`src/rtl/cla_pkg.sv`:
```
// Shared helpers for the pipelined carry-lookahead adder: parameter legality
// and small constant functions used at elaboration time.
package cla_pkg;

  function automatic int unsigned clog2(input int unsigned v);
    int unsigned r;
    r = 0;
    while ((32'd1 << r) < v) r++;
    return r;
  endfunction

  function automatic bit params_ok(input int unsigned width, input int unsigned stages,
                                   input int unsigned group);
    if (stages < 1 || stages > 8) return 1'b0;
    if (group < 1 || width < stages) return 1'b0;
    if ((width % stages) != 0) return 1'b0;
    if (((width / stages) % group) != 0) return 1'b0;
    return 1'b1;
  endfunction

endpackage

```
`src/rtl/cla_slice.sv`:
```
// Combinational SW-bit carry-lookahead adder built from GROUP-bit CLA blocks
// with block-level lookahead across the slice; exports slice propagate/generate.
module cla_slice
  import cla_pkg::*;
#(
  parameter int unsigned SW    = 16,
  parameter int unsigned GROUP = 4
) (
  input  logic [SW-1:0] a,
  input  logic [SW-1:0] b,
  input  logic          cin,
  output logic [SW-1:0] s,
  output logic          cout,
  output logic          p,
  output logic          g
);

  localparam int unsigned NG = SW / GROUP;

  logic [SW-1:0] bp, bg, c;
  logic [NG-1:0] gp, gg;
  logic [NG:0]   gc;
  logic          t;

  // Every carry is written as a flat sum of generate-and-propagate products,
  // so no carry depends on a neighbouring carry.
  always_comb begin
    bp = a ^ b;
    bg = a & b;
    gp = '0;
    gg = '0;
    gc = '0;
    c  = '0;
    g  = 1'b0;
    t  = 1'b0;

    for (int unsigned j = 0; j < NG; j++) begin
      gp[j] = &bp[j*GROUP +: GROUP];
      for (int unsigned i = 0; i < GROUP; i++) begin
        t = bg[j*GROUP + i];
        for (int unsigned m = i + 1; m < GROUP; m++) t = t & bp[j*GROUP + m];
        gg[j] = gg[j] | t;
      end
    end

    for (int unsigned j = 0; j <= NG; j++) begin
      t = cin;
      for (int unsigned m = 0; m < j; m++) t = t & gp[m];
      gc[j] = t;
      for (int unsigned i = 0; i < j; i++) begin
        t = gg[i];
        for (int unsigned m = i + 1; m < j; m++) t = t & gp[m];
        gc[j] = gc[j] | t;
      end
    end

    for (int unsigned j = 0; j < NG; j++) begin
      for (int unsigned i = 0; i < GROUP; i++) begin
        t = gc[j];
        for (int unsigned m = 0; m < i; m++) t = t & bp[j*GROUP + m];
        c[j*GROUP + i] = t;
        for (int unsigned q = 0; q < i; q++) begin
          t = bg[j*GROUP + q];
          for (int unsigned m = q + 1; m < i; m++) t = t & bp[j*GROUP + m];
          c[j*GROUP + i] = c[j*GROUP + i] | t;
        end
      end
    end

    for (int unsigned i = 0; i < NG; i++) begin
      t = gg[i];
      for (int unsigned m = i + 1; m < NG; m++) t = t & gp[m];
      g = g | t;
    end

    s    = bp ^ c;
    cout = gc[NG];
    p    = &gp;
  end

endmodule

```
`src/rtl/cla_adder_pipe.sv`:
```
// Pipelined carry-lookahead adder/subtractor: one operand slice resolved per
// stage, carry and unresolved operand slices skewed through elastic registers.
module cla_adder_pipe
  import cla_pkg::*;
#(
  parameter int unsigned WIDTH  = 32,
  parameter int unsigned STAGES = 2,
  parameter int unsigned GROUP  = 4
) (
  input  logic             clk,
  input  logic             rst_n,
  input  logic             in_valid,
  output logic             in_ready,
  input  logic [WIDTH-1:0] a,
  input  logic [WIDTH-1:0] b,
  input  logic             ci,
  input  logic             sub,
  output logic             out_valid,
  input  logic             out_ready,
  output logic [WIDTH-1:0] s,
  output logic             co,
  output logic             ovf
);

  localparam int unsigned SW = WIDTH / STAGES;

  if (!params_ok(WIDTH, STAGES, GROUP)) begin : g_bad_params
    $error("cla_adder_pipe: illegal WIDTH/STAGES/GROUP combination");
  end

  // w: finished sum slices below the stage boundary, operand A slices above it.
  typedef struct packed {
    logic [WIDTH-1:0] w;
    logic [WIDTH-1:0] b;
    logic             c;
    logic             sa;
    logic             sb;
  } pay_t;

  logic [WIDTH-1:0]  b_eff;
  logic [STAGES-1:0] v;
  logic [STAGES:0]   adv;
  logic              rdy;

  assign b_eff = sub ? ~b : b;

  always_ff @(posedge clk or negedge rst_n) begin
    if (!rst_n) rdy <= 1'b0;
    else        rdy <= 1'b1;
  end

  // Stage k may advance unless it and every stage after it are full and the
  // consumer stalls; written flat to avoid a self-referencing chain.
  always_comb begin
    adv = '0;
    adv[STAGES] = out_ready;
    for (int unsigned k = 0; k < STAGES; k++) begin
      adv[k] = 1'b1;
      for (int unsigned j = k; j < STAGES; j++) adv[k] = adv[k] & v[j];
      adv[k] = !adv[k] | out_ready;
    end
  end

  assign in_ready = adv[0] & rdy;

  for (genvar k = 0; k < STAGES; k++) begin : g_st
    pay_t          src, nxt, q;
    logic [SW-1:0] ssum;
    logic          scout, vin, vq, p_unused, g_unused;

    if (k == 0) begin : g_first
      assign src = '{w: a, b: b_eff, c: sub | ci, sa: a[WIDTH-1], sb: b_eff[WIDTH-1]};
      assign vin = in_valid & rdy;
    end else begin : g_next
      assign src = g_st[k-1].q;
      assign vin = v[k-1];
    end

    cla_slice #(.SW(SW), .GROUP(GROUP)) u_slice (
      .a   (src.w[k*SW +: SW]),
      .b   (src.b[k*SW +: SW]),
      .cin (src.c),
      .s   (ssum),
      .cout(scout),
      .p   (p_unused),
      .g   (g_unused)
    );

    always_comb begin
      nxt = src;
      nxt.w[k*SW +: SW] = ssum;
      nxt.c = scout;
    end

    always_ff @(posedge clk or negedge rst_n) begin
      if (!rst_n) begin
        q  <= '0;
        vq <= 1'b0;
      end else if (adv[k]) begin
        vq <= vin;
        if (vin) q <= nxt;
      end
    end

    assign v[k] = vq;

    if (k == STAGES - 1) begin : g_last
      // Operand B has no remaining slices once the final stage has resolved.
      logic [WIDTH-1:0] b_unused;
      assign b_unused = q.b;
    end
  end

  assign out_valid = v[STAGES-1];
  assign s   = g_st[STAGES-1].q.w;
  assign co  = g_st[STAGES-1].q.c;
  assign ovf = (g_st[STAGES-1].q.sa == g_st[STAGES-1].q.sb) &
               (g_st[STAGES-1].q.w[WIDTH-1] != g_st[STAGES-1].q.sa);

endmodule

```
`config.mk`:
```
export PLATFORM = sky130hd
export DESIGN_NAME = cla_adder_pipe
export DESIGN_NICKNAME = d
export VERILOG_FILES = /design/src/rtl/cla_pkg.sv /design/src/rtl/cla_slice.sv /design/src/rtl/cla_adder_pipe.sv
export SDC_FILE = /design/constraint.sdc
export NUM_CORES = 1
export LEC_CHECK = 0
export BUFFER_PORTS_ARGS = -buffer_cell sky130_fd_sc_hd__buf_2
export CAP_MARGIN = 0
export CORE_MARGIN = 3
export CORE_UTILIZATION = 60
export DETAILED_ROUTE_END_ITERATION = 10
export PLACE_DENSITY = 0.95
export SYNTH_ARGS = -nofsm -noshare
export SYNTH_HDL_FRONTEND = slang
export SYNTH_SLANG_ARGS = --single-unit
```
`constraint.sdc`:
```
create_clock -name clk -period 3.4 [get_ports clk]
set_input_delay 0.51 -clock clk [delete_from_list [all_inputs] [get_ports clk]]
set_output_delay 0.51 -clock clk [all_outputs]
set_load 0.01 [all_outputs]
```
==> metrics, run 1 <==
met3 routed WL=409 um; register area=2180 um^2; FF+latch count, synth=87; P&R area growth vs syn=11.1%; Clk Latency, worst-skew pair=0.35 ns; First-pass DRT Iterations=4; TritonCTS buffer count=9; Sum Neg Setup Slack=0 ns; max-slew violations=0; Final Hold Vio Count=0; drt total wl=10.2 mm; layout cell share with drive strength beyond 1=30.3%; Leak=2.81 nW; Tmin final=2.99 ns; uppermost routed layer=met4; hold_ws=0.339 ns; initial antenna violation count=0; die area=9600 um^2; multi-input combinational cell area=2510 um^2; IO Pins=106; PortBufs=105; Place WS=0.0700 ns; Final Non-Filler Cells=656; f_max=334 MHz; Post-Synth Simple-Gate Area=7.59%; post-synthesis sequential area ratio=42.9%; Max-cap violations=0; Slowest cell on crit path=o31ai_4; Initial Util=63.7%; pin count of the biggest net entering global routing=88; first-pass GRT wire length=17.6 mm; Worst Path Buf+Inv=2; clock slew at reported path FFs=0.09 ns; Root Driver=clkbuf_8; num rows=32; Synth Area in Compound Gates=10.8%; critical path type=in -> reg; clock buffer depth=2; Max VDD drop=0.248 mV; hpwl dp=7.80 mm; Max stage delay on crit path=0.31 ns; GP Congestion=0.871; main combinational cell family by area after synthesis=adder cells; Critical Path AT=3.21 ns; initial DRC count=82; share of the synthesized area in the top cell type=42.9%; Core Region=7970 um^2; CP required=3.62 ns; total setup buffers inserted after CTS=0; Worst-Margin Slew=1.08 ns; post-synthesis cell count=479; # fillers=594; Post-Synth Adder-Cell Area=13.0%; Pwr per Cell Area=624 nW/um^2; nets=668; post-synthesis cell type count=37; DRC viols=0; CP Cell Sequence=buf_2 > xor2_1 > ha_1 > a21oi_1 > a211oi_1 > or2_1 > o31ai_4 > inv_1 > ha_1 > o21ai_0 > nand2b_1 > a21oi_1 > xor2_1 > o21ai_0; DIE HEIGHT=98.0 um; cell taking the most area after synthesis=dfrtp_1; Mapped Nets=597; Hold Path Class=in -> async; per-cell routed wire length=15.6 um; total number of vias=3625; synthesized cell area=5080 um^2; outcome=finished, final reports clean; Die W=98.0 um; RSZ-0062 raised after global routing=false; Avg Inst Size Synth=10.6 um^2; post-route ant nets=0; Syn. warnings=0; Via-to-Cell Ratio=5.53; grt ovf=0; CP Capture Type=flop; XOR/XNOR Fraction of Synth Area=9.66%; Design Power=0.00352 W; H-Tree Depth=3; Max Clock Skew=0.00888 ns; dpl cells=641; clock sinks=87; Rel. slew slack=28.0%; GR Util All Layers=22.5%; met2 wire len=5.36 mm; vias in the first global route=3960; CTS resizes=0; period utilisation layout=88.1%; Setup WS post-layout=0.405 ns; diodes inserted=0; CP Max Fanout=10; CTS tree=done; endpoints failing setup=0; synth top area cells=dfrtp_1, ha_1, mux2_2; CP delay by family, top=compound AO/OA/AOI/OAI gates; hold_buf cts=0; mux cell area share after synthesis=8.21%; Worst setup SP type=input port; M1 WL=4.08 mm
[metrics by stage]
step                      area, um^2  util (%)
final                           5640      70.8
after global routing            5640      70.8
after CTS                       5640      70.8
after detailed placement        5450      68.3
after global placement          5450      68.3
after floorplan                 5080         -
[synth_stat cells]
cell       n
a211oi_1   3
a21boi_0   1
a21o_1     3
a21oi_1   21
a221o_1    1
a22o_1     1
a22oi_1    2
and2_1     1
buf_2     10
buf_4     33
buf_6      1
clkbuf_1   6
conb_1     1
dfrtp_1   87
fa_1       8
ha_1      40
inv_1     16
mux2_2    37
nand2_1   55
nand2b_1  11
nand3_1    3
nand3b_1   1
nand4_1    3
nor2_1     6
nor3_1     3
nor4_1     1
o211ai_1   1
o211ai_2   1
o21a_1     1
o21ai_0   59
o21bai_1   1
o31ai_1    1
o31ai_4    1
or2_1      1
or2_2      2
xnor2_1   26
xor2_1    30
[logic make-up (layout without fill, tap and decap cells)]
| kind of cell | count (synthesis) | after routing |
|---|---|---|
| muxes | 37 | 37 |
| xor gates and xnor gates | 56 | 56 |
| buffers and inverters | 66 | 141 |
| other | 1 | 1 |
| AOI/OAI and AO/OA | 97 | 97 |
| DFF | 87 | 87 |
| adders and majority gates | 48 | 48 |
| and+or+nand+nor | 87 | 87 |
[per-layer routing]
metal / up-vias / track usage (%)
met5: - / 0
met3: 38 / 3.21
met2: 108 / 40.4
met4: 0 / 11.5
li1: 1724 / -
met1: 1755 / 26.1
[path summary, 6_finish.rpt]
path,from,to,slack (ns),cells past startpoint
worst min register to register,s[27]$_DFFE_PN0P_,s[27]$_DFFE_PN0P_,0.48,2
max in group asynchronous,rst_n,s[15]$_DFFE_PN0P_,2.36,1
worst max-delay path,sub,g_st[0].q[50]$_DFFE_PN0P_,0.41,14
worst min-delay path,rst_n,g_st[0].q[42]$_DFFE_PN0P_,0.34,1
worst max register to register,g_st[0].q[51]$_DFFE_PN0P_,s[31]$_DFFE_PN0P_,0.67,11
min in group clk,a[22],g_st[0].q[57]$_DFFE_PN0P_,0.39,2
[layout make-up]
class	instances	share of cell area (%)
well taps	102	2.26
clock buffers	11	2.68
flip-flops and latches	87	38.6
repair buffers	110	10.0
clock inverters	4	0.798
inverters	16	1.06
multi-input cells	326	44.6
[sequential cells by signal, summed over array words and instances (netlist names)]
| register | count |
|---|---|
| s | 32 |
| rdy | 1 |
| co | 1 |
| g_st.q | 51 |
| g_st.vq | 1 |
| out_valid | 1 |
[report_power, final]
part	switching (W)	internal (W)	total (W)
combinational	0.000655	0.000600	0.00125
clock	0.000348	0.000372	0.000720
sequential	0.000196	0.00135	0.00155
[cells in the final DEF, fill, tap and decap left out, types with 6 or more instances in the layout]
| master | synthesis | layout |
|---|---|---|
| fa_1 | 8 | 8 |
| dfrtp_1 | 87 | 87 |
| buf_4 | 33 | 6 |
| nor2_1 | 6 | 6 |
| nand2b_1 | 11 | 11 |
| buf_2 | 10 | 104 |
| inv_1 | 16 | 16 |
| ha_1 | 40 | 40 |
| o21ai_0 | 59 | 59 |
| clkbuf_8 | 0 | 11 |
| a21oi_1 | 21 | 21 |
| mux2_2 | 37 | 37 |
| nand2_1 | 55 | 54 |
| xnor2_1 | 26 | 26 |
| xor2_1 | 30 | 30 |
(Power assumes the default switching activity.)
==> run 2: changes to the inputs <==
--- a/config.mk
+++ b/config.mk
@@ -7,10 +7,13 @@
 export LEC_CHECK = 0
 export BUFFER_PORTS_ARGS = -buffer_cell sky130_fd_sc_hd__buf_2
 export CAP_MARGIN = 0
+export CELL_PAD_IN_SITES_DETAIL_PLACEMENT = 0
+export CELL_PAD_IN_SITES_GLOBAL_PLACEMENT = 2
 export CORE_MARGIN = 3
-export CORE_UTILIZATION = 60
+export CORE_UTILIZATION = 38
 export DETAILED_ROUTE_END_ITERATION = 10
 export PLACE_DENSITY = 0.95
+export SLEW_MARGIN = 30
 export SYNTH_ARGS = -nofsm -noshare
 export SYNTH_HDL_FRONTEND = slang
 export SYNTH_SLANG_ARGS = --single-unit
==> run 2 against run 1 <==
  * Via count down 5.4%
  * Critical endpoint is now g_st[0].q[46]$_DFFE_PN0P_
  * Largest cell class unchanged
  * Register-to-register slack improved by 0.09 ns
  * Cell count up 11%
  * Largest power group unchanged
  * Critical path depth fell by 1
  * Highest routed layer unchanged
  * First-iteration DRC count grew 91%
==> metrics, run 2 (synthesis gave the netlist of run 1 again) <==
per-cell routed wire length=13.7 um; CP required=3.58 ns; register area=2180 um^2; Worst setup SP type=input port; total setup buffers inserted after CTS=0; part of the power in registers=40.8%; initial antenna violation count=0; Sum Neg Setup Slack=0 ns; vias in the first global route=3573; Slowest cell on crit path=ha_1; Pwr per Cell Area=644 nW/um^2; num rows=41; Clk pwr share=26.2%; max-slew violations=0; First-pass DRT Iterations=4; pin count of the biggest net entering global routing=85; outcome=finished, final reports clean; H-Tree Depth=3; hpwl dp=7.56 mm; critical path type=in -> reg; clock sinks=87; Leak=2.86 nW; TritonCTS buffer count=9; drt total wl=9.97 mm; grt ovf=0; Biggest register=g_st.q; GP Congestion=0.830; Critical Path AT=3.13 ns; layout cell share with drive strength beyond 1=30.1%; Initial Util=39.6%; period utilisation layout=86.8%; multi-input combinational cell area=2530 um^2; Pint=0.00256 W; DIE HEIGHT=122 um; Max VDD drop=0.226 mV; Final Hold Vio Count=0; clock slew at reported path FFs=0.06 ns; dpl cell area=5540 um^2; Max stage delay on crit path=0.34 ns; P&R area growth vs syn=15.3%; initial DRC count=157; Switch Pwr=0.00121 W; Rel. slew slack=40.5%; Clk Latency, worst-skew pair=0.34 ns; CP Capture Type=flop; nets=669; diodes inserted=0; most frequent cells in the layout=buf_2, dfrtp_1, o21ai_0; CTS tree=done; die area=14800 um^2; Worst-Margin Slew=0.893 ns; Via-to-Cell Ratio=4.72; commonest non-fill, non-tap cell in the layout=buf_2; clock buffer depth=2; Die W=122 um; switch share=32.1%; # fillers=1236; endpoints failing setup=0; Max-cap violations=0; fin area=5850 um^2; CP Cell Sequence=buf_2 > xor2_1 > ha_1 > a21oi_1 > a211oi_1 > or2_1 > or2_2 > ha_1 > o21ai_0 > nand2b_1 > a21oi_1 > xor2_1 > o21ai_0; Hold Path Class=in -> reg; Core Region=12800 um^2; post-route ant nets=0; Root Driver=clkbuf_16; IO Pins=106; Max Clock Skew=0.00713 ns; CP Max Fanout=10; share of total power in combinational logic=33.0%; DRC viols=0; RSZ-0062 raised after global routing=false; total number of vias=3428; GR Util All Layers=14.6%; PortBufs=105; f_max=339 MHz; max reg flops=51; Tmin final=2.95 ns; first-pass GRT wire length=17.2 mm
## run 2: cell count changes in the layout (fill, tap and decap cells not counted)
cell           previous run  this run
clkbuf_8                 11         2
nand2_2                   1         0
nand2_4                   0         1
nand3_4                   0         1
clkinv_2                  3         1
nand3_2                   1         0
clkbuf_16                 0         9
clkbuf_1                  0         1
clkinvlp_4                0         1
dlygate4sd3_1             0         1
## run 2: worst paths after layout
path | from | endpoint | slack (ns) | cells after the start
hold reg to reg | s[26]$_DFFE_PN0P_ | s[26]$_DFFE_PN0P_ | 0.47 | 2
setup reg to reg | g_st[0].q[51]$_DFFE_PN0P_ | s[31]$_DFFE_PN0P_ | 0.76 | 11
setup / recovery | sub | g_st[0].q[46]$_DFFE_PN0P_ | 0.45 | 13
min in group asynchronous | rst_n | s[30]$_DFFE_PN0P_ | 0.51 | 2
max in group asynchronous | rst_n | g_st[0].q[19]$_DFFE_PN0P_ | 2.17 | 3
hold / removal | a[21] | g_st[0].q[56]$_DFFE_PN0P_ | 0.40 | 2
## run 2: critical path, delay by kind of cell
kind | cells | cell delay, ns
AOI/OAI and AO/OA | 5 | 0.79
and+or+nand+nor | 3 | 0.75
adders and majority gates | 2 | 0.53
xor gates and xnor gates | 2 | 0.34
buffers and inverters | 1 | 0.19
## run 2: power by group through the flow
stage,Combinational (W),Clock (W),Sequential (W)
after floorplan,0.00110,0,0.00150
after global placement,0.00123,0,0.00155
after detailed placement,0.00126,0,0.00156
after CTS,0.00127,0.00102,0.00154
after global routing,0.00142,0.00107,0.00159
final,0.00124,0.000989,0.00154
## run 2: per-stage QoR
| stage | hold slack [ns] | instances | total power [W] | setup slack [ns] | util (%) |
|---|---|---|---|---|---|
| 3_5_place_dp | 0.324 | 711 | 0.00282 | 0.0692 | 43.2 |
| 4_1_cts | 0.385 | 727 | 0.00384 | 0.436 | 45.6 |
| 6_report | 0.401 | 727 | 0.00377 | 0.447 | 45.6 |
| 2_1_floorplan | 0.214 | 479 | 0.00260 | 0.288 | - |
| 3_3_place_gp | 0.322 | 711 | 0.00277 | 0.167 | 43.2 |
| 5_1_grt | 0.389 | 727 | 0.00408 | 0.181 | 45.6 |
## run 2: area by class of cell
cell class              instances  area share (%)
well taps                     172            3.68
repair buffers                111            9.83
clock inverters                 3           0.727
clock buffers                  12            4.38
multi-input cells             326            43.2
flip-flops and latches         87            37.2
inverters                      16            1.03
## run 2: layer usage
metal,global-route usage [%],vias to the layer above,wire (um)
li1,-,1733,-
met1,18.6,1606,4580
met2,24.2,78,4740
met3,2.46,11,452
met4,6.86,0,193
met5,0,-,0
## run 2: repair_timing
item,CTS,global route
hold buffers,1,0
resized for setup,0,0
endpoints found under the hold margin,5,0
